$ cat src/rtl/letter_sequencer_pkg.sv
// Shared definitions for the letter sequencer: blank glyph code, letter codes,
// sequencer state encoding and message identifiers.
package letter_sequencer_pkg;

    localparam logic [3:0] LETTER_BLANK = 4'hF;
    localparam int         MSG_MAX_LEN  = 16;

    typedef enum logic [3:0] {
        LTR_A = 4'd0, LTR_B, LTR_C, LTR_D, LTR_E, LTR_F, LTR_G, LTR_H,
        LTR_I, LTR_J, LTR_K, LTR_L, LTR_M, LTR_N, LTR_O
    } letter_t;

    typedef enum logic [1:0] {
        IDLE   = 2'd0,
        LOAD   = 2'd1,
        REVEAL = 2'd2,
        HOLD   = 2'd3
    } seq_state_t;

    // Lower id wins arbitration.
    localparam int MSG_HIGH = 0;
    localparam int MSG_OK   = 1;
    localparam int MSG_GAME = 2;
    localparam int MSG_END  = 3;

endpackage

$ cat src/rtl/letter_sequencer_message_rom.sv
// message_rom: combinational message table.
// Ports:
//   msgId - message identifier
//   len   - number of letters shown, clipped to NUM_SLOTS
//   codes - per-slot letter codes; slots past the message are LETTER_BLANK
module message_rom
    import letter_sequencer_pkg::*;
#(
    parameter int NUM_SLOTS = 8,
    parameter int IDW       = 2
) (
    input  logic [IDW-1:0]            msgId,
    output logic [4:0]                len,
    output logic [NUM_SLOTS-1:0][3:0] codes
);

    localparam logic [4:0] SLOTS5 = 5'(NUM_SLOTS);

    logic [4:0]                   rawLen;
    logic [MSG_MAX_LEN-1:0][3:0] txt;

    always_comb begin
        rawLen = 5'd0;
        txt    = {MSG_MAX_LEN{LETTER_BLANK}};
        case (int'(msgId))
            MSG_HIGH: begin
                rawLen = 5'd4;
                txt[0] = LTR_H; txt[1] = LTR_I; txt[2] = LTR_G; txt[3] = LTR_H;
            end
            MSG_OK: begin
                rawLen = 5'd2;
                txt[0] = LTR_O; txt[1] = LTR_K;
            end
            MSG_GAME: begin
                rawLen = 5'd4;
                txt[0] = LTR_G; txt[1] = LTR_A; txt[2] = LTR_M; txt[3] = LTR_E;
            end
            MSG_END: begin
                rawLen = 5'd3;
                txt[0] = LTR_E; txt[1] = LTR_N; txt[2] = LTR_D;
            end
            default: ;
        endcase

        len = (rawLen > SLOTS5) ? SLOTS5 : rawLen;
        for (int i = 0; i < NUM_SLOTS; i++) begin
            codes[i] = (5'(i) < rawLen) ? txt[i] : LETTER_BLANK;
        end
    end

endmodule

$ cat src/rtl/letter_sequencer.sv
// letter_sequencer: arbitrates message requests and types the granted message
// onto a row of letter renderers, then blinks it and clears the display.
// Ports:
//   clk, reset     - clock, synchronous active-high reset
//   startOfFrame   - one-cycle pulse per video frame
//   msgReq         - request pulses, bit i requests message i
//   msgGrant       - one-hot grant pulse
//   msgBusy        - high whenever the sequencer is not IDLE
//   msgDone        - pulse when a message completes normally
//   slotLetter     - letter code per slot (blank when disabled)
//   slotEnable     - draw enable per slot
//
// state  | meaning
// IDLE   | display clear, waiting for a pending request
// LOAD   | latch length and letters of the granted message
// REVEAL | enable one slot every REVEAL_FRAMES frames
// HOLD   | whole message shown, blinking, for HOLD_FRAMES frames
module letter_sequencer
    import letter_sequencer_pkg::*;
#(
    parameter int NUM_SLOTS     = 8,
    parameter int NUM_MSG       = 4,
    parameter int REVEAL_FRAMES = 4,
    parameter int HOLD_FRAMES   = 120,
    parameter int BLINK_FRAMES  = 15
) (
    input  logic                      clk,
    input  logic                      reset,
    input  logic                      startOfFrame,
    input  logic [NUM_MSG-1:0]        msgReq,
    output logic [NUM_MSG-1:0]        msgGrant,
    output logic                      msgBusy,
    output logic                      msgDone,
    output logic [NUM_SLOTS-1:0][3:0] slotLetter,
    output logic [NUM_SLOTS-1:0]      slotEnable
);

    localparam int IDW  = (NUM_MSG > 1) ? $clog2(NUM_MSG) : 1;
    localparam int FMAX = (REVEAL_FRAMES > HOLD_FRAMES) ? REVEAL_FRAMES : HOLD_FRAMES;
    localparam int FW   = $clog2(FMAX + 1);
    localparam int BW   = $clog2(BLINK_FRAMES + 1);
    localparam logic [FW-1:0] REVEAL_LAST = FW'(REVEAL_FRAMES - 1);
    localparam logic [FW-1:0] HOLD_LAST   = FW'(HOLD_FRAMES - 1);
    localparam logic [BW-1:0] BLINK_LAST  = BW'(BLINK_FRAMES - 1);

    seq_state_t                state, stateNext;
    logic [NUM_MSG-1:0]        pend, pendNext, reqAll, grantNext;
    logic [IDW-1:0]            activeId, activeIdNext, grantId;
    logic [4:0]                len, lenNext, romLen;
    logic [4:0]                revealCnt, revealCntNext;
    logic [FW-1:0]             frameCnt, frameCntNext;
    logic [BW-1:0]             blinkCnt, blinkCntNext;
    logic [NUM_SLOTS-1:0][3:0] letters, lettersNext, romCodes, slotLetterNext;
    logic [NUM_SLOTS-1:0]      enMask, enMaskNext, slotEnableNext;
    logic                      vis, visNext, doneNext, found;

    message_rom #(.NUM_SLOTS(NUM_SLOTS), .IDW(IDW)) u_rom (
        .msgId (activeId),
        .len   (romLen),
        .codes (romCodes)
    );

    // Arbitration looks at pend|msgReq so the grant register is loaded in the
    // request cycle; the FSM acts on the registered grant one cycle later.
    // In REVEAL/HOLD only ids above the active one in priority may preempt.
    always_comb begin
        reqAll    = pend | msgReq;
        grantNext = '0;
        found     = 1'b0;
        if (msgGrant == '0 && state != LOAD) begin
            for (int i = 0; i < NUM_MSG; i++) begin
                if (!found && reqAll[i] && (state == IDLE || IDW'(i) < activeId)) begin
                    grantNext[i] = 1'b1;
                    found        = 1'b1;
                end
            end
        end
        grantId = '0;
        for (int i = 0; i < NUM_MSG; i++) begin
            if (msgGrant[i]) grantId = IDW'(i);
        end
    end

    always_comb begin
        stateNext     = state;
        pendNext      = (pend & ~msgGrant) | msgReq;
        activeIdNext  = activeId;
        lenNext       = len;
        lettersNext   = letters;
        enMaskNext    = enMask;
        visNext       = vis;
        revealCntNext = revealCnt;
        frameCntNext  = frameCnt;
        blinkCntNext  = blinkCnt;
        doneNext      = 1'b0;

        if (msgGrant != '0) begin
            // Grant cycle: new or preempting message; the old one is dropped.
            stateNext    = LOAD;
            activeIdNext = grantId;
            enMaskNext   = '0;
        end else begin
            case (state)
                IDLE: ;
                LOAD: begin
                    lenNext       = romLen;
                    lettersNext   = romCodes;
                    revealCntNext = '0;
                    frameCntNext  = '0;
                    blinkCntNext  = '0;
                    enMaskNext    = '0;
                    visNext       = 1'b1;
                    stateNext     = REVEAL;
                end
                REVEAL: begin
                    if (len == 5'd0) begin
                        stateNext    = HOLD;
                        frameCntNext = '0;
                        blinkCntNext = '0;
                    end else if (startOfFrame) begin
                        if (frameCnt == REVEAL_LAST) begin
                            for (int i = 0; i < NUM_SLOTS; i++) begin
                                if (5'(i) == revealCnt) enMaskNext[i] = 1'b1;
                            end
                            revealCntNext = revealCnt + 5'd1;
                            frameCntNext  = '0;
                            if (revealCnt + 5'd1 >= len) begin
                                stateNext    = HOLD;
                                blinkCntNext = '0;
                            end
                        end else begin
                            frameCntNext = frameCnt + 1'b1;
                        end
                    end
                end
                HOLD: begin
                    if (startOfFrame) begin
                        if (frameCnt == HOLD_LAST) begin
                            doneNext   = 1'b1;
                            enMaskNext = '0;
                            stateNext  = IDLE;
                        end else begin
                            frameCntNext = frameCnt + 1'b1;
                            if (blinkCnt == BLINK_LAST) begin
                                visNext      = ~vis;
                                blinkCntNext = '0;
                            end else begin
                                blinkCntNext = blinkCnt + 1'b1;
                            end
                        end
                    end
                end
                default: stateNext = IDLE;
            endcase
        end

        slotEnableNext = enMaskNext & {NUM_SLOTS{visNext}};
        for (int i = 0; i < NUM_SLOTS; i++) begin
            slotLetterNext[i] = slotEnableNext[i] ? lettersNext[i] : LETTER_BLANK;
        end
    end

    always_ff @(posedge clk) begin
        if (reset) begin
            state      <= IDLE;
            pend       <= '0;
            activeId   <= '0;
            len        <= '0;
            letters    <= {NUM_SLOTS{LETTER_BLANK}};
            enMask     <= '0;
            vis        <= 1'b1;
            revealCnt  <= '0;
            frameCnt   <= '0;
            blinkCnt   <= '0;
            msgGrant   <= '0;
            msgBusy    <= 1'b0;
            msgDone    <= 1'b0;
            slotEnable <= '0;
            slotLetter <= {NUM_SLOTS{LETTER_BLANK}};
        end else begin
            state      <= stateNext;
            pend       <= pendNext;
            activeId   <= activeIdNext;
            len        <= lenNext;
            letters    <= lettersNext;
            enMask     <= enMaskNext;
            vis        <= visNext;
            revealCnt  <= revealCntNext;
            frameCnt   <= frameCntNext;
            blinkCnt   <= blinkCntNext;
            msgGrant   <= grantNext;
            msgBusy    <= (stateNext != IDLE);
            msgDone    <= doneNext;
            slotEnable <= slotEnableNext;
            slotLetter <= slotLetterNext;
        end
    end

endmodule

$ cat config.mk
export PLATFORM = sky130hd
export DESIGN_NAME = letter_sequencer
export DESIGN_NICKNAME = d
export VERILOG_FILES = /design/src/rtl/letter_sequencer_pkg.sv /design/src/rtl/letter_sequencer_message_rom.sv /design/src/rtl/letter_sequencer.sv
export SDC_FILE = /design/constraint.sdc
export NUM_CORES = 1
export LEC_CHECK = 0
export CAP_MARGIN = 40
export CORE_ASPECT_RATIO = 0.9
export CORE_MARGIN = 5
export CORE_UTILIZATION = 53
export CTS_BUF_LIST = sky130_fd_sc_hd__clkbuf_8
export DETAILED_ROUTE_END_ITERATION = 10
export PLACE_DENSITY_LB_ADDON = 0.15
export SYNTH_ARGS = -nofsm -noshare
export SYNTH_HDL_FRONTEND = slang
export SYNTH_HIERARCHICAL = 1
export SYNTH_SLANG_ARGS = --single-unit
$ cat constraint.sdc
create_clock -name clk -period 2 [get_ports clk]
set_input_delay 0.4 -clock clk [delete_from_list [all_inputs] [get_ports clk]]
set_output_delay 0.4 -clock clk [all_outputs]
set_load 0.1 [all_outputs]
### Yosys cells after proc, flatten, opt, wreduce, memory -nomap -nowiden

Cells that the tools add are included.

* multiplexer cells: 70
* bitwise gates (word level): 18
* reduce and logical (&&, ||, !) cells: 39
* order comparisons: 10
* $mul: 0
* add/sub/neg operators: 3
* eq/ne operators: 25
* shift operators: 0
* divide/modulo/power cells: 0

Operator list (count)
* two-way mux 32 bit: 2
* two-way mux 8 bit: 6
* two-way mux 4 bit: 11
* two-way mux 7 bit: 5
* one-hot mux 8 bit (4 select lines): 1
* one-hot mux 4 bit (3 select lines): 2
* one-hot mux 8 bit (3 select lines): 1
* two-way mux 1 bit: 23
* one-hot mux 7 bit (3 select lines): 1
* equality test 3 x 5 -> 1 bit (first input constant): 4
* two-way mux 5 bit: 4
* OR reduction 2 bit: 10
* two-way mux 2 bit: 9
* one-hot mux 5 bit (3 select lines): 1
* NOT 1 bit: 13
* equality test 2 x 5 -> 1 bit (first input constant): 2
* logical NOT 5 bit: 2
* less-than comparator 1 x 5 -> 1 bit (first input constant): 2
* less-than comparator 2 x 5 -> 1 bit (first input constant): 2
* inequality test 2 bit (second input constant): 5
* one-hot mux 5 bit (2 select lines): 1
* AND reduction 5 bit: 2
* inequality test 3 bit (second input constant): 3
* AND 8 bit: 1
* other kinds (31): 52

* output and inout bits: 46
* input bits: 7
* logic and storage cells: 194
* bits in writable memories: 0
* memories kept: 0
* bits in latches: 0
* register bits after elaboration: 116
* bits in read-only memories: 0

### Longest topological paths before layout

* depth in word-level cells: 19
* depth in mapped cells: 9
* mapped depth without buffers: 9

### By module

Netlist, hierarchy kept.

By module, submodules not included
* letter_sequencer: seq. area each 2322.2 um^2, cells each 463, area each 4506.8 um^2, instances 1
* message_rom: seq. area each 0.0 um^2, cells each 42, area each 311.5 um^2, instances 1

### Worst setup path before layout

No wires, ideal clock.

* path type: register to register
* start: register msgGrant[2]
* end: register slotLetter[10] in the netlist's numbering
* data required time: 1.873 ns
* data arrival time: 2.220 ns
* cell stages (with the launch flop): 7
* library setup time: 0.127 ns
* path buffers: 2
* clock period less this slack: 2.347 ns
* path slack: -0.347 ns
* cells stage by stage: dfxtp_1 or4_1 buf_2 nor2_8 buf_4 mux2i_1 nand3_1

* longest elaborated chain between the ends: 5
* elaborated cells between the ends (all ways): 7
* classes of those cells: 3 x mux; 2 x bitwise; 2 x reduce/logical

RTL lines
* from (decl): line letter_sequencer.sv:31 `output logic [NUM_MSG-1:0] msgGrant,`
* from (signal assigned): line letter_sequencer.sv:191 `msgGrant <= grantNext;`
* nonzero test 4 bit *: line letter_sequencer.sv:97 `if (msgGrant != '0) begin`
* two-way mux 8 bit / two-way mux 1 bit (equally long branches): line letter_sequencer.sv:97
* AND 8 bit: line letter_sequencer.sv:157 `slotEnableNext = enMaskNext & {NUM_SLOTS{visNext}};`
* NOT 1 bit (no source line)
* OR reduction 2 bit (no source line)
* to (signal assigned): line letter_sequencer.sv:179 `slotLetter <= {NUM_SLOTS{LETTER_BLANK}};`
* to (signal assigned): line letter_sequencer.sv:195 `slotLetter <= slotLetterNext;`
* to (decl): line letter_sequencer.sv:34 `output logic [NUM_SLOTS-1:0][3:0] slotLetter,`

Every way passes the cells marked *; elsewhere a longest branch is shown, timed or not.
A chain may end at the register's enable or synchronous reset.

### Worst setup path in the final report

* start: register revealCnt[0]
* end: register blinkCnt[1]

* longest elaborated chain between the ends: 4

RTL lines
* from (decl): line letter_sequencer.sv:50 `logic [4:0] revealCnt, revealCntNext;`
* from (signal assigned): line letter_sequencer.sv:188 `revealCnt <= revealCntNext;`
* adder 5 x 1 -> 5 bit: line letter_sequencer.sv:127 `if (revealCnt + 5'd1 >= len) begin`
* greater-or-equal comparator 5 bit: line letter_sequencer.sv:127
* inequality test 3 bit (no source line)
* AND reduction 7 bit (no source line)
* to (signal assigned): line letter_sequencer.sv:190 `blinkCnt <= blinkCntNext;`
* to (decl): line letter_sequencer.sv:52 `logic [BW-1:0] blinkCnt, blinkCntNext;`

Every way passes these cells.

==> flow_summary.toml <==
[outcome]
status = "finished, violations left"
violations = "setup timing"

[worst_setup_path]
cp_cell_sequence = "inv_2, ha_4, ha_1, o211ai_1, o21ai_2, a21oi_2, nand2b_4, mux2_4"
arrival_ns = 2.41
r2r-end = "blinkCnt[1]$_SDFFE_PP0P_"
r2r_slack_ns = -0.1
r2r-start = "revealCnt[0]$_SDFFE_PP0P_"
path_delay_family = "compound AO/OA/AOI/OAI gates"
crit_type = "reg2reg"
reg2reg_depth = 8
slowest_delay_ns = 0.40
critical_path_buf_inv_count = 1
crit_required_ns = 2.31
start_kind = "register"
end_kind = "register"
cpMaxStageDelayCell = "dfxtp_4"
critPathMaxFanout = 6

[clock_network]
clockBufferDepth = 2
hold_buffers = 0
clkTransAtPathRegs_ns = 0.07
cts_buffers = 17
insertion_delay_ns = 0.42
cts_tree = "done"
clockRootBuffer = "clkbuf_8"
clock-sinks = 116
htreeDepth = 4

[timing]
max_slew.worst_pin.slew_ns = 0.557
post-route-period-util = 1.05
finalSetupTns_ns = -0.151
max_freq_ghz = 0.477
finalSetupViolCount = 2
finalHoldViolCount = 0
clock_skew_ns = 0.0101
grt_setup_unrepaired = "true"
worst_slack_ns = -0.0982
slew_headroom = 0.627
slew_viol_final = 0
fin_crit_ns = 2.10

[synth]
synth_enable_flop_cells = 0
ys_warn_count = 6
synth.top_cells.by_count = "dfxtp_1 (116), nand2_1 (72), nand3_1 (40)"
synth_top_area_cell = "dfxtp_1"
postSynthCellCount = 505
syn_area_um2 = 4820
syn_area_per_cell_um2 = 9.54
synth_ff_type = "dfxtp_1"
synth_most_common_cell = "dfxtp_1"
synth-seq-cells = 116
synth_top_area_frac = 0.482
async_flop_share = 0
synth-seq-area-share = 0.482
synth_cell_types = 58
synth_area_leaders = "dfxtp_1 (48%), mux2i_1 (6.9%), nand2_1 (5.6%)"

[placed_design]
io_buffers = 52
placed_cell_area_um2 = 5530
place_hpwl_um = 7400
gp_congestion = 0.885

[worst_hold_path]
hold-path-cell-count = 2
hold_path_end = "slotLetter[19]$_SDFF_PP1_"
min_path_type = "reg2reg"
min-delay-start = "letters[19]$_SDFF_PP1_"

[detailed_routing]
vias = 3836
drc = 0
postRouteAntennaNets = 0
routedWlPerCell_um = 14.7
drt_first_pass_iters = 4
dr.first_iter.drc_count = 200
viasPerCell = 5.18
routed_wl_um = 10900

[layout]
diodes = 0
final_area_um2 = 6290
drive_gt1_frac = 0.317
nNetsFinal = 629
fill_cells = 723
area_delta_synth_final_pct = 30.6

[die]
initial_utilization = 0.535
die_x_um = 111
die_height_um = 100
ios = 53
dieArea_um2 = 11100
rows = 33
core_um2 = 9000

[pwr]
power_leakage_nw = 2.46
finalPower_mw = 7.17
p_per_area_nw_per_um2 = 1140
worst_ir_drop_vdd_v = 0.000898

[grt]
grt_pass1_wl_um = 17500
grt-ovfl-total = 0
antenna_found_initial = 0
grt_pass1_vias = 3728
grt_max_degree = 34
grt.total_usage = 0.195

[job]
maxCapViolCount = 0
==> metal layers <==
layer	GRT usage	wire, um
met3	0.0576	520
met2	0.313	5190
met4	0.0739	180
met1	0.251	5000
met5	0	0
==> cells in the final DEF, fill, tap and decap left out, types with 4 or more instances in the layout <==
| cell | count |
|---|---|
| nand4_1 | 12 |
| dfxtp_1 | 105 |
| clkbuf_8 | 19 |
| ha_4 | 4 |
| dfxtp_4 | 6 |
| buf_4 | 99 |
| conb_1 | 20 |
| nand3_2 | 8 |
| nand2_1 | 72 |
| nor2_1 | 18 |
| o21ai_0 | 4 |
| nor4_1 | 4 |
| nand3_1 | 31 |
| and2_1 | 6 |
| a21oi_1 | 25 |
| mux2i_1 | 33 |
| inv_1 | 18 |
| ha_1 | 12 |
| clkdlybuf4s50_1 | 5 |
| nor3b_1 | 6 |
| nor3_1 | 19 |
| dfxtp_2 | 5 |
| xnor2_1 | 7 |
==> sequential cells by signal, summed over array words and instances (netlist names) <==
signal	cells
letters	32
state	2
len	5
blinkCnt	4
pend	4
vis	1
frameCnt	7
activeId	2
slotEnable	8
slotLetter	32
revealCnt	5
enMask	8
msgBusy	1
msgDone	1
msgGrant	4
==> worst max-delay path by stage <==
stage	start	to	slack [ns]	cells past startpoint
2_1_floorplan	msgGrant[1]$_SDFF_PP0_	slotLetter[10]$_SDFF_PP1_	0.006	6
3_3_place_gp	startOfFrame	slotLetter[19]$_SDFF_PP1_	-0.31	8
3_5_place_dp	startOfFrame	slotLetter[19]$_SDFF_PP1_	-0.36	8
4_1_cts	revealCnt[0]$_SDFFE_PP0P_	blinkCnt[1]$_SDFFE_PP0P_	-0.06	8
5_1_grt	revealCnt[0]$_SDFFE_PP0P_	blinkCnt[1]$_SDFFE_PP0P_	-0.16	9
6_report	revealCnt[0]$_SDFFE_PP0P_	blinkCnt[1]$_SDFFE_PP0P_	-0.1	8
==> kinds of logic (layout without fill, tap and decap cells) <==
kind of cell | after synthesis | in the layout | share of synthesized area
other | 2 | 20 | 0.00156
and+or+nand+nor | 206 | 206 | 0.220
xor gates and xnor gates | 11 | 11 | 0.0200
buffers and inverters | 66 | 161 | 0.0802
DFF | 116 | 116 | 0.482
AOI/OAI and AO/OA | 53 | 53 | 0.0802
adders and majority gates | 17 | 17 | 0.0441
muxes | 34 | 34 | 0.0717
==> power breakdown <==
group / internal [mW] / leakage (nW) / total [mW] / switching [mW]
registers: 2.53 / 0.949 / 2.68 / 0.149
clock network: 1.29 / 0.211 / 2.24 / 0.944
logic: 0.930 / 1.30 / 2.26 / 1.33
==> timing repair <==
item | 4_1_cts | 5_1_grt
pin swaps | 8 | 15
endpoints found under the setup margin | 30 | 69
hold endpoints to repair | 0 | 0
buffers inserted | 2 | 8
resized for setup | 13 | 39
==> worst reg2reg max path: cells and delay by family (launching register included) <==
kind | cells | cell delay (ns)
flops | 1 | 0.40
simple gates | 1 | 0.17
mux | 1 | 0.29
compound gates | 3 | 0.56
fa+ha+maj | 2 | 0.51
buf+inv | 1 | 0.07
==> layout make-up <==
class	instances	area, um2	share of cell area
Sequential cell	116	2350	0.374
Inverter	18	67.6	0.0107
Multi-Input combinational cell	341	2410	0.383
Clock inverter	13	158	0.0251
Tap cell	122	153	0.0243
Clock buffer	19	262	0.0416
Timing Repair Buffer	111	895	0.142
==> through the flow <==
stage          cells  hold slack [ns]  utilization  setup slack (ns)
6_report         740            0.466        0.699           -0.0982
5_1_grt          740            0.494        0.699            -0.164
4_1_cts          732            0.462        0.668           -0.0613
3_5_place_dp     698            0.450        0.614            -0.364
3_3_place_gp     698            0.441        0.614            -0.314
2_1_floorplan    523            0.430            -           0.00566
No activity file was read; power rests on OpenSTA's default activity.
